===== config.mk =====
export PLATFORM = sky130hd
export DESIGN_NAME = ddr4_iod_bg_tx_ctrl_flat
export DESIGN_NICKNAME = d
export VERILOG_FILES = /design/src/rtl/ddr4_iod_bg_tx_ctrl_if.sv /design/src/rtl/ddr4_iod_bg_tx_ctrl.sv /design/src/flat_wrapper.sv
export SDC_FILE = /design/constraint.sdc
export NUM_CORES = 1
export LEC_CHECK = 0
export BUFFER_PORTS_ARGS = -buffer_cell sky130_fd_sc_hd__buf_2
export CAP_MARGIN = 20
export CORE_ASPECT_RATIO = 1.25
export CORE_MARGIN = 2
export CORE_UTILIZATION = 58
export CTS_BUF_LIST = sky130_fd_sc_hd__clkbuf_2
export DETAILED_ROUTE_END_ITERATION = 16
export GPL_TIMING_DRIVEN = 1
export PLACE_DENSITY_LB_ADDON = 0.08
export SLEW_MARGIN = 20
export SYNTH_ARGS = -nofsm -noshare
export SYNTH_HDL_FRONTEND = slang
export SYNTH_SLANG_ARGS = --single-unit

===== constraint.sdc =====
create_clock -name FAB_CLK -period 2.5 [get_ports FAB_CLK]
set_clock_uncertainty 0.2 [all_clocks]
set_input_delay 0.5 -clock FAB_CLK [delete_from_list [all_inputs] [get_ports FAB_CLK]]
set_output_delay 0.5 -clock FAB_CLK [all_outputs]
set_load 0.1 [all_outputs]

===== src/rtl/ddr4_iod_bg_tx_ctrl_if.sv =====
// rtl/ddr4_iod_bg_tx_ctrl_if.sv - command stream and delay-adjust request/status bundle
interface ddr4_iod_bg_tx_ctrl_if;
   logic       CMD_VALID;
   logic [3:0] CMD_DATA;
   logic       CMD_OE;
   logic       DLY_REQ;
   logic       DLY_DIR;
   logic [6:0] DLY_STEPS;
   logic       DLY_LOAD_REQ;
   logic       DLY_BUSY;
   logic       DLY_DONE;
   logic       DLY_ERR;
   logic [6:0] DLY_TAP;

   modport master (
      output CMD_VALID, CMD_DATA, CMD_OE, DLY_REQ, DLY_DIR, DLY_STEPS, DLY_LOAD_REQ,
      input  DLY_BUSY, DLY_DONE, DLY_ERR, DLY_TAP
   );

   modport slave (
      input  CMD_VALID, CMD_DATA, CMD_OE, DLY_REQ, DLY_DIR, DLY_STEPS, DLY_LOAD_REQ,
      output DLY_BUSY, DLY_DONE, DLY_ERR, DLY_TAP
   );
endinterface


===== src/rtl/ddr4_iod_bg_tx_ctrl.sv =====
// rtl/ddr4_iod_bg_tx_ctrl.sv - IOD byte-group TX datapath with output-enable tail and delay-line adjust engine
module ddr4_iod_bg_tx_ctrl #(
   parameter logic [3:0] IDLE_DATA = 4'b0000,
   parameter int         OE_POST   = 1,
   parameter logic [6:0] TAP_INIT  = 7'd1,
   parameter logic [6:0] TAP_MAX   = 7'd127,
   parameter int         MOVE_GAP  = 3
) (
   input  logic                    FAB_CLK,
   input  logic                    SYNC_RST,
   ddr4_iod_bg_tx_ctrl_if.slave    ctl,
   output logic [3:0]              TX_DATA_0,
   output logic [3:0]              OE_DATA_0,
   output logic                    DELAY_LINE_MOVE_0,
   output logic                    DELAY_LINE_DIRECTION_0,
   output logic                    DELAY_LINE_LOAD_0,
   input  logic                    DELAY_LINE_OUT_OF_RANGE_0
);

   localparam logic [2:0] OE_POST_W = 3'(OE_POST);
   localparam logic [3:0] GAP_W     = 4'(MOVE_GAP);

   typedef enum logic [2:0] {S_IDLE, S_LOAD, S_SETUP, S_MOVE, S_GAP, S_DONE} state_t;

   logic [2:0] oe_cnt;
   state_t     state;
   logic [6:0] tap;
   logic [6:0] rem;
   logic [3:0] gap_cnt;
   logic       dir_l;
   logic       from_load;
   logic       busy;
   logic       done;
   logic       err;

   assign ctl.DLY_BUSY = busy;
   assign ctl.DLY_DONE = done;
   assign ctl.DLY_ERR  = err;
   assign ctl.DLY_TAP  = tap;

   // While CMD_OE is high the tail counter is kept preloaded, so its fall starts the tail directly.
   always_ff @(posedge FAB_CLK) begin
      if (SYNC_RST) begin
         TX_DATA_0 <= IDLE_DATA;
         OE_DATA_0 <= 4'b0000;
         oe_cnt    <= 3'd0;
      end else begin
         TX_DATA_0 <= ctl.CMD_VALID ? ctl.CMD_DATA : IDLE_DATA;
         if (ctl.CMD_OE) begin
            OE_DATA_0 <= 4'b1111;
            oe_cnt    <= OE_POST_W;
         end else if (oe_cnt != 3'd0) begin
            OE_DATA_0 <= 4'b1111;
            oe_cnt    <= oe_cnt - 3'd1;
         end else begin
            OE_DATA_0 <= 4'b0000;
         end
      end
   end

   always_ff @(posedge FAB_CLK) begin
      if (SYNC_RST) begin
         state                  <= S_IDLE;
         tap                    <= TAP_INIT;
         rem                    <= 7'd0;
         gap_cnt                <= 4'd0;
         dir_l                  <= 1'b0;
         from_load              <= 1'b0;
         busy                   <= 1'b0;
         done                   <= 1'b0;
         err                    <= 1'b0;
         DELAY_LINE_MOVE_0      <= 1'b0;
         DELAY_LINE_LOAD_0      <= 1'b0;
         DELAY_LINE_DIRECTION_0 <= 1'b0;
      end else begin
         DELAY_LINE_MOVE_0 <= 1'b0;
         DELAY_LINE_LOAD_0 <= 1'b0;
         done              <= 1'b0;
         case (state)
            S_IDLE: begin
               if (ctl.DLY_LOAD_REQ) begin
                  state             <= S_LOAD;
                  busy              <= 1'b1;
                  err               <= 1'b0;
                  from_load         <= 1'b1;
                  tap               <= TAP_INIT;
                  DELAY_LINE_LOAD_0 <= 1'b1;
               end else if (ctl.DLY_REQ) begin
                  err       <= 1'b0;
                  from_load <= 1'b0;
                  dir_l     <= ctl.DLY_DIR;
                  rem       <= ctl.DLY_STEPS;
                  if (ctl.DLY_STEPS == 7'd0) begin
                     state <= S_DONE;
                     done  <= 1'b1;
                  end else begin
                     state <= S_SETUP;
                     busy  <= 1'b1;
                  end
               end
            end
            S_LOAD: begin
               state   <= S_GAP;
               gap_cnt <= GAP_W;
            end
            S_SETUP: begin
               DELAY_LINE_DIRECTION_0 <= dir_l;
               state                  <= S_MOVE;
            end
            // Bound is checked before pulsing so the IOD never sees a move past either end.
            S_MOVE: begin
               if (dir_l ? (tap == TAP_MAX) : (tap == 7'd0)) begin
                  err   <= 1'b1;
                  done  <= 1'b1;
                  busy  <= 1'b0;
                  state <= S_DONE;
               end else begin
                  DELAY_LINE_MOVE_0 <= 1'b1;
                  tap               <= dir_l ? tap + 7'd1 : tap - 7'd1;
                  rem               <= rem - 7'd1;
                  gap_cnt           <= GAP_W;
                  state             <= S_GAP;
               end
            end
            S_GAP: begin
               if (gap_cnt == 4'd1) begin
                  if (DELAY_LINE_OUT_OF_RANGE_0 || rem == 7'd0 || from_load) begin
                     err   <= err | DELAY_LINE_OUT_OF_RANGE_0;
                     done  <= 1'b1;
                     busy  <= 1'b0;
                     state <= S_DONE;
                  end else begin
                     state <= S_MOVE;
                  end
               end else begin
                  gap_cnt <= gap_cnt - 4'd1;
               end
            end
            S_DONE:  state <= S_IDLE;
            default: state <= S_IDLE;
         endcase
      end
   end

endmodule


===== src/flat_wrapper.sv =====
// flat-port wrapper written by rule: the top's interface ports become plain ports
module ddr4_iod_bg_tx_ctrl_flat 
#(
   parameter logic [3:0] IDLE_DATA = 4'b0000,
   parameter int         OE_POST   = 1,
   parameter logic [6:0] TAP_INIT  = 7'd1,
   parameter logic [6:0] TAP_MAX   = 7'd127,
   parameter int         MOVE_GAP  = 3
)
  (FAB_CLK, SYNC_RST, TX_DATA_0, OE_DATA_0, DELAY_LINE_MOVE_0, DELAY_LINE_DIRECTION_0, DELAY_LINE_LOAD_0, DELAY_LINE_OUT_OF_RANGE_0, ctl_CMD_VALID, ctl_CMD_DATA, ctl_CMD_OE, ctl_DLY_REQ, ctl_DLY_DIR, ctl_DLY_STEPS, ctl_DLY_LOAD_REQ, ctl_DLY_BUSY, ctl_DLY_DONE, ctl_DLY_ERR, ctl_DLY_TAP);
  ddr4_iod_bg_tx_ctrl_if ctl_i ();
  input  logic FAB_CLK;
  input  logic SYNC_RST;
  output logic [3:0] TX_DATA_0;
  output logic [3:0] OE_DATA_0;
  output logic DELAY_LINE_MOVE_0;
  output logic DELAY_LINE_DIRECTION_0;
  output logic DELAY_LINE_LOAD_0;
  input  logic DELAY_LINE_OUT_OF_RANGE_0;
  input wire logic [$bits(ctl_i.CMD_VALID)-1:0] ctl_CMD_VALID;
  input wire logic [$bits(ctl_i.CMD_DATA)-1:0] ctl_CMD_DATA;
  input wire logic [$bits(ctl_i.CMD_OE)-1:0] ctl_CMD_OE;
  input wire logic [$bits(ctl_i.DLY_REQ)-1:0] ctl_DLY_REQ;
  input wire logic [$bits(ctl_i.DLY_DIR)-1:0] ctl_DLY_DIR;
  input wire logic [$bits(ctl_i.DLY_STEPS)-1:0] ctl_DLY_STEPS;
  input wire logic [$bits(ctl_i.DLY_LOAD_REQ)-1:0] ctl_DLY_LOAD_REQ;
  output wire logic [$bits(ctl_i.DLY_BUSY)-1:0] ctl_DLY_BUSY;
  output wire logic [$bits(ctl_i.DLY_DONE)-1:0] ctl_DLY_DONE;
  output wire logic [$bits(ctl_i.DLY_ERR)-1:0] ctl_DLY_ERR;
  output wire logic [$bits(ctl_i.DLY_TAP)-1:0] ctl_DLY_TAP;
  assign ctl_i.CMD_VALID = ctl_CMD_VALID;
  assign ctl_i.CMD_DATA = ctl_CMD_DATA;
  assign ctl_i.CMD_OE = ctl_CMD_OE;
  assign ctl_i.DLY_REQ = ctl_DLY_REQ;
  assign ctl_i.DLY_DIR = ctl_DLY_DIR;
  assign ctl_i.DLY_STEPS = ctl_DLY_STEPS;
  assign ctl_i.DLY_LOAD_REQ = ctl_DLY_LOAD_REQ;
  assign ctl_DLY_BUSY = ctl_i.DLY_BUSY;
  assign ctl_DLY_DONE = ctl_i.DLY_DONE;
  assign ctl_DLY_ERR = ctl_i.DLY_ERR;
  assign ctl_DLY_TAP = ctl_i.DLY_TAP;
  ddr4_iod_bg_tx_ctrl #(.IDLE_DATA(IDLE_DATA), .OE_POST(OE_POST), .TAP_INIT(TAP_INIT), .TAP_MAX(TAP_MAX), .MOVE_GAP(MOVE_GAP)) u_core (.FAB_CLK(FAB_CLK), .SYNC_RST(SYNC_RST), .ctl(ctl_i), .TX_DATA_0(TX_DATA_0), .OE_DATA_0(OE_DATA_0), .DELAY_LINE_MOVE_0(DELAY_LINE_MOVE_0), .DELAY_LINE_DIRECTION_0(DELAY_LINE_DIRECTION_0), .DELAY_LINE_LOAD_0(DELAY_LINE_LOAD_0), .DELAY_LINE_OUT_OF_RANGE_0(DELAY_LINE_OUT_OF_RANGE_0));
endmodule

==> impl_summary.md <==
Outcome
The run finished with clean final reports.

Timing
The final number of max-transition violations is 0. In the final timing run, aggregate negative setup slack is 0 ps. The final critical-path share of the clock period is between 80% and 90%.

The headroom to the max-slew limit is ~53%. Setup repair after global routing left no endpoint under its margin. The number of failing hold endpoints at the final stage is 0. The timing-limited maximum frequency is 0.445 GHz. The setup-violating endpoint count in the final report is 0. The final critical path time including I/O delays and setup is 2240 ps.

At the pin with the least slew margin, the transition time is around 710 ps.

Setup path
STA classifies the critical path startpoint as a flip-flop. The maximum fanout encountered on the critical timing path is 5. STA classifies the critical path endpoint as a flip-flop.

The signal on the critical path passes through inv_1 -> fa_1 -> nor2b_1 -> o31a_1 -> o311ai_0 -> or3_1 -> a31oi_1. The depth of the worst register-to-register path is 7. The number of cells on the critical path is 7. The worst setup path startpoint is u_core.ctl.DLY_TAP[0]. The cell type group with the largest total delay on the critical path is simple AND/OR/NAND/NOR gates. The arrival time at the worst endpoint is about 2400 ps. The source of the worst register-to-register timing path is u_core.ctl.DLY_TAP[0]. The longest individual stage delay on the worst path is roughly 430 ps. The setup path with the least slack is of type reg -> reg.

The buffer and inverter count on the worst path is 1. The cell at the slowest stage of the critical path is sky130_fd_sc_hd__fa_1. The worst register-to-register path has a setup slack of about 260 ps. STA puts the critical path data required time at around 2600 ps.

Synthesis
The Yosys step of the flow raised 0 warnings. The cell count after synthesis is 270. The number of enable-type register cells in the synthesized netlist is 0. The mapped netlist covers approximately 2200 µm². The post-synthesis register bit count is 37.

Of all flip-flops after synthesis, the portion carrying an async set or reset was 0%. The net count of the mapped netlist is 300. The fraction of the yosys area taken by sequential cells is roughly 33%. The top flip-flop cell by instance count after synthesis is sky130_fd_sc_hd__dfxtp_1.

The per-instance average area after synthesis is ~8.3 µm². The synthesized netlist contains 61 unique library cells.

Placement
The congestion estimate from routability-driven global placement came to about 0.77. Summing all placed instances gives a cell area of 2470 µm². The count of buffers added on input and output ports is 39. Once placement completed, the tool counted placed cells totaling roughly 340.

The HPWL after detailed placement is 3640 µm.

Clocking
TritonCTS built the clock tree. Buffers added to address setup during post-CTS repair amount to 0. Post-CTS repair changed the size of 0 cells. Buffers inserted during clock tree synthesis total 5. The cell sitting at the root of the clock tree is a sky130_fd_sc_hd__clkbuf_2. The deepest level of the CTS H-tree is 2. The longest clock path from root to sink contains 2 buffers. The number of hold buffers added after cts is 0. The clock transition at the registers of the reported paths is ~210 ps. For the worst-skew pair, the clock arrives at the later sink with an insertion delay of approximately 400 ps. For this design, the sink count on the clock tree is 37.

Power and ir drop
The worst supply voltage drop on vdd is roughly 0.51 mV. The cell-internal power is 1.32 mW. The net switching component of the power is between 1 and 1.5 mW. The portion of total power attributed to sequential cells is between 30% and 40%. The switching portion of total power is 46.0%. The reported leakage power is around 1.0 nW. The combinational share of power is roughly half. For this design the ratio of total power to cell area is between 900 and 1000 nW/µm². The share of total power dissipated in the clock network is around 15%.

Global route
The first global-routing pass estimated about 8400 µm of wire. The initial antenna violation count is 0. The total congestion overflow is 0.

The pin count of the biggest net entering global routing is 43. For this run, the total global-route usage over all layers was measured as approximately a quarter. The number of global-route vias before repair is 1861.

Die
The die width is approximately 60 µm. The initial standard-cell utilization of the core is about three fifths. The number of placement rows is 25. Pin placement for this block handled 40 I/O pins.

The core region is ~3800 µm². Measured along the y axis, the die boundary spans ~74 µm. The die area is roughly 4400 µm².

Routing
After detailed routing, the average wire length per cell comes to 14.0 µm. For this run, the detailed router's first-pass iteration total came to 6. The total length of routed wires is approximately 4900 µm. The total via count in the routed design is between 2000 and 2500. The average via count per standard cell is between 5 and 6. The detailed router finished its first iteration with 110 violations.

The number of remaining DRC errors is 0. The antenna violation net count after detailed routing is 0.

Cells and area
The number of nets in the finished design is 340. The cell area after layout is between 2000 and 3000 µm². 0 antenna diodes ended up in the layout. Excluding fillers, the count of instances in the completed layout stands at about 350. The layout-stage area growth over the synthesis result is 12.9%. Cells with a size suffix above 1 make up between 20% and 30% of the layout. The total of fill cells in the finished design is 340.

Min path
In this run the most critical hold path is launched from ctl_CMD_DATA[3]. The class of the tightest hold or removal check is in -> reg. The worst hold path was traced through 2 stages.

Job
The total of max-cap violations is 0.
[cell families (layout without fill, tap and decap cells)]
group | Yosys count | after routing | synth area share [%]
mux | 5 | 5 | 2.34
simple gates | 116 | 116 | 28.7
xor+xnor | 3 | 3 | 1.17
buf+inv | 28 | 69 | 6.08
compound gates | 70 | 70 | 22.2
fa+ha+maj | 11 | 11 | 6.47
flops | 37 | 37 | 33.0
[synth_stat cells (4+ instances only)]
| master | number | area share, % |
|---|---|---|
| sky130_fd_sc_hd__nand2_1 | 13 | 2.2 |
| sky130_fd_sc_hd__buf_4 | 4 | 1.3 |
| sky130_fd_sc_hd__nor2_1 | 32 | 5.4 |
| sky130_fd_sc_hd__o31ai_1 | 10 | 3.3 |
| sky130_fd_sc_hd__nand2b_1 | 6 | 1.7 |
| sky130_fd_sc_hd__a31oi_1 | 4 | 1.1 |
| sky130_fd_sc_hd__o41ai_1 | 5 | 2.0 |
| sky130_fd_sc_hd__nand3_1 | 8 | 1.8 |
| sky130_fd_sc_hd__dfxtp_1 | 37 | 33 |
| sky130_fd_sc_hd__inv_1 | 15 | 2.5 |
| sky130_fd_sc_hd__o21ai_0 | 6 | 1.3 |
| sky130_fd_sc_hd__nor3_1 | 9 | 2.0 |
| sky130_fd_sc_hd__a21oi_1 | 22 | 4.9 |
| sky130_fd_sc_hd__clkbuf_1 | 4 | 0.67 |
| sky130_fd_sc_hd__and2_1 | 5 | 1.4 |
| sky130_fd_sc_hd__nor2b_1 | 11 | 3.1 |
| sky130_fd_sc_hd__ha_1 | 10 | 5.6 |
[per-layer routing]
metal	vias up	global-route usage [%]	routed length, µm
met5	-	0	0
met4	0	6.67	44
met3	4	4.75	200
met2	51	40.4	2450
met1	946	33.6	2220
li1	1064	-	-
[area by class of cell]
class,instances,area (µm²),area share (%)
Sequential cell,37,748,29.5
Clock buffer,6,30.0,1.19
Tap cell,40,50.0,1.98
Inverter,15,56.3,2.22
Multi-Input combinational cell,205,1370,54.0
Clock inverter,2,33.8,1.33
Timing Repair Buffer,46,248,9.78
[cells in the final DEF (no fill, tap or decap), types with 7 or more instances in the layout]
| cell | synthesis | routed |
|---|---|---|
| sky130_fd_sc_hd__nor2b_1 | 11 | 11 |
| sky130_fd_sc_hd__nand2_1 | 13 | 13 |
| sky130_fd_sc_hd__o31ai_1 | 10 | 10 |
| sky130_fd_sc_hd__nand3_1 | 8 | 8 |
| sky130_fd_sc_hd__a21oi_1 | 22 | 22 |
| sky130_fd_sc_hd__buf_4 | 4 | 7 |
| sky130_fd_sc_hd__inv_1 | 15 | 15 |
| sky130_fd_sc_hd__buf_2 | 1 | 39 |
| sky130_fd_sc_hd__nor3_1 | 9 | 9 |
| sky130_fd_sc_hd__nor2_1 | 32 | 32 |
| sky130_fd_sc_hd__ha_1 | 10 | 10 |
| sky130_fd_sc_hd__dfxtp_1 | 37 | 31 |
[final timing paths]
check                               end
setup / recovery  u_core.ctl.DLY_TAP[6]
setup reg to reg  u_core.ctl.DLY_TAP[6]
hold reg to reg      u_core.ctl.DLY_ERR
hold / removal      u_core.TX_DATA_0[3]
[power by group through the flow]
stage | sequential [mW] | clock [mW] | combinational (mW)
finish | 0.827 | 0.370 | 1.25
global route | 0.846 | 0.402 | 1.38
CTS | 0.826 | 0.380 | 1.25
detailed placement | 0.839 | 0 | 1.24
global placement | 0.838 | 0 | 1.23
floorplan | 0.967 | 0 | 0.883
[stage by stage]
| step | hold WS, ps | power (mW) | util [%] | setup slack [ps] |
|---|---|---|---|---|
| 2_1_floorplan | 252 | 1.85 | - | 31.9 |
| 3_5_place_dp | 259 | 2.08 | 65.8 | 186 |
| 3_3_place_gp | 267 | 2.07 | 65.8 | 242 |
| 5_1_grt | 81.1 | 2.63 | 67.5 | 92.9 |
| 6_report | 87.0 | 2.45 | 67.5 | 255 |
| 4_1_cts | 82.8 | 2.45 | 67.5 | 270 |
[flip-flops by register name, summed over array words and instances, names as in the netlist]
name / flops
u_core.ctl.DLY_ERR: 1
u_core.oe_cnt: 3
u_core.OE_DATA_0: 1
u_core.DELAY_LINE_LOAD_0: 1
u_core.dir_l: 1
u_core.ctl.DLY_DONE: 1
u_core.DELAY_LINE_MOVE_0: 1
u_core.ctl.DLY_BUSY: 1
u_core.from_load: 1
u_core.gap_cnt: 4
u_core.state: 3
u_core.TX_DATA_0: 4
u_core.rem: 7
u_core.DELAY_LINE_DIRECTION_0: 1
u_core.ctl.DLY_TAP: 7
No activity file was read; power rests on OpenSTA's default activity.
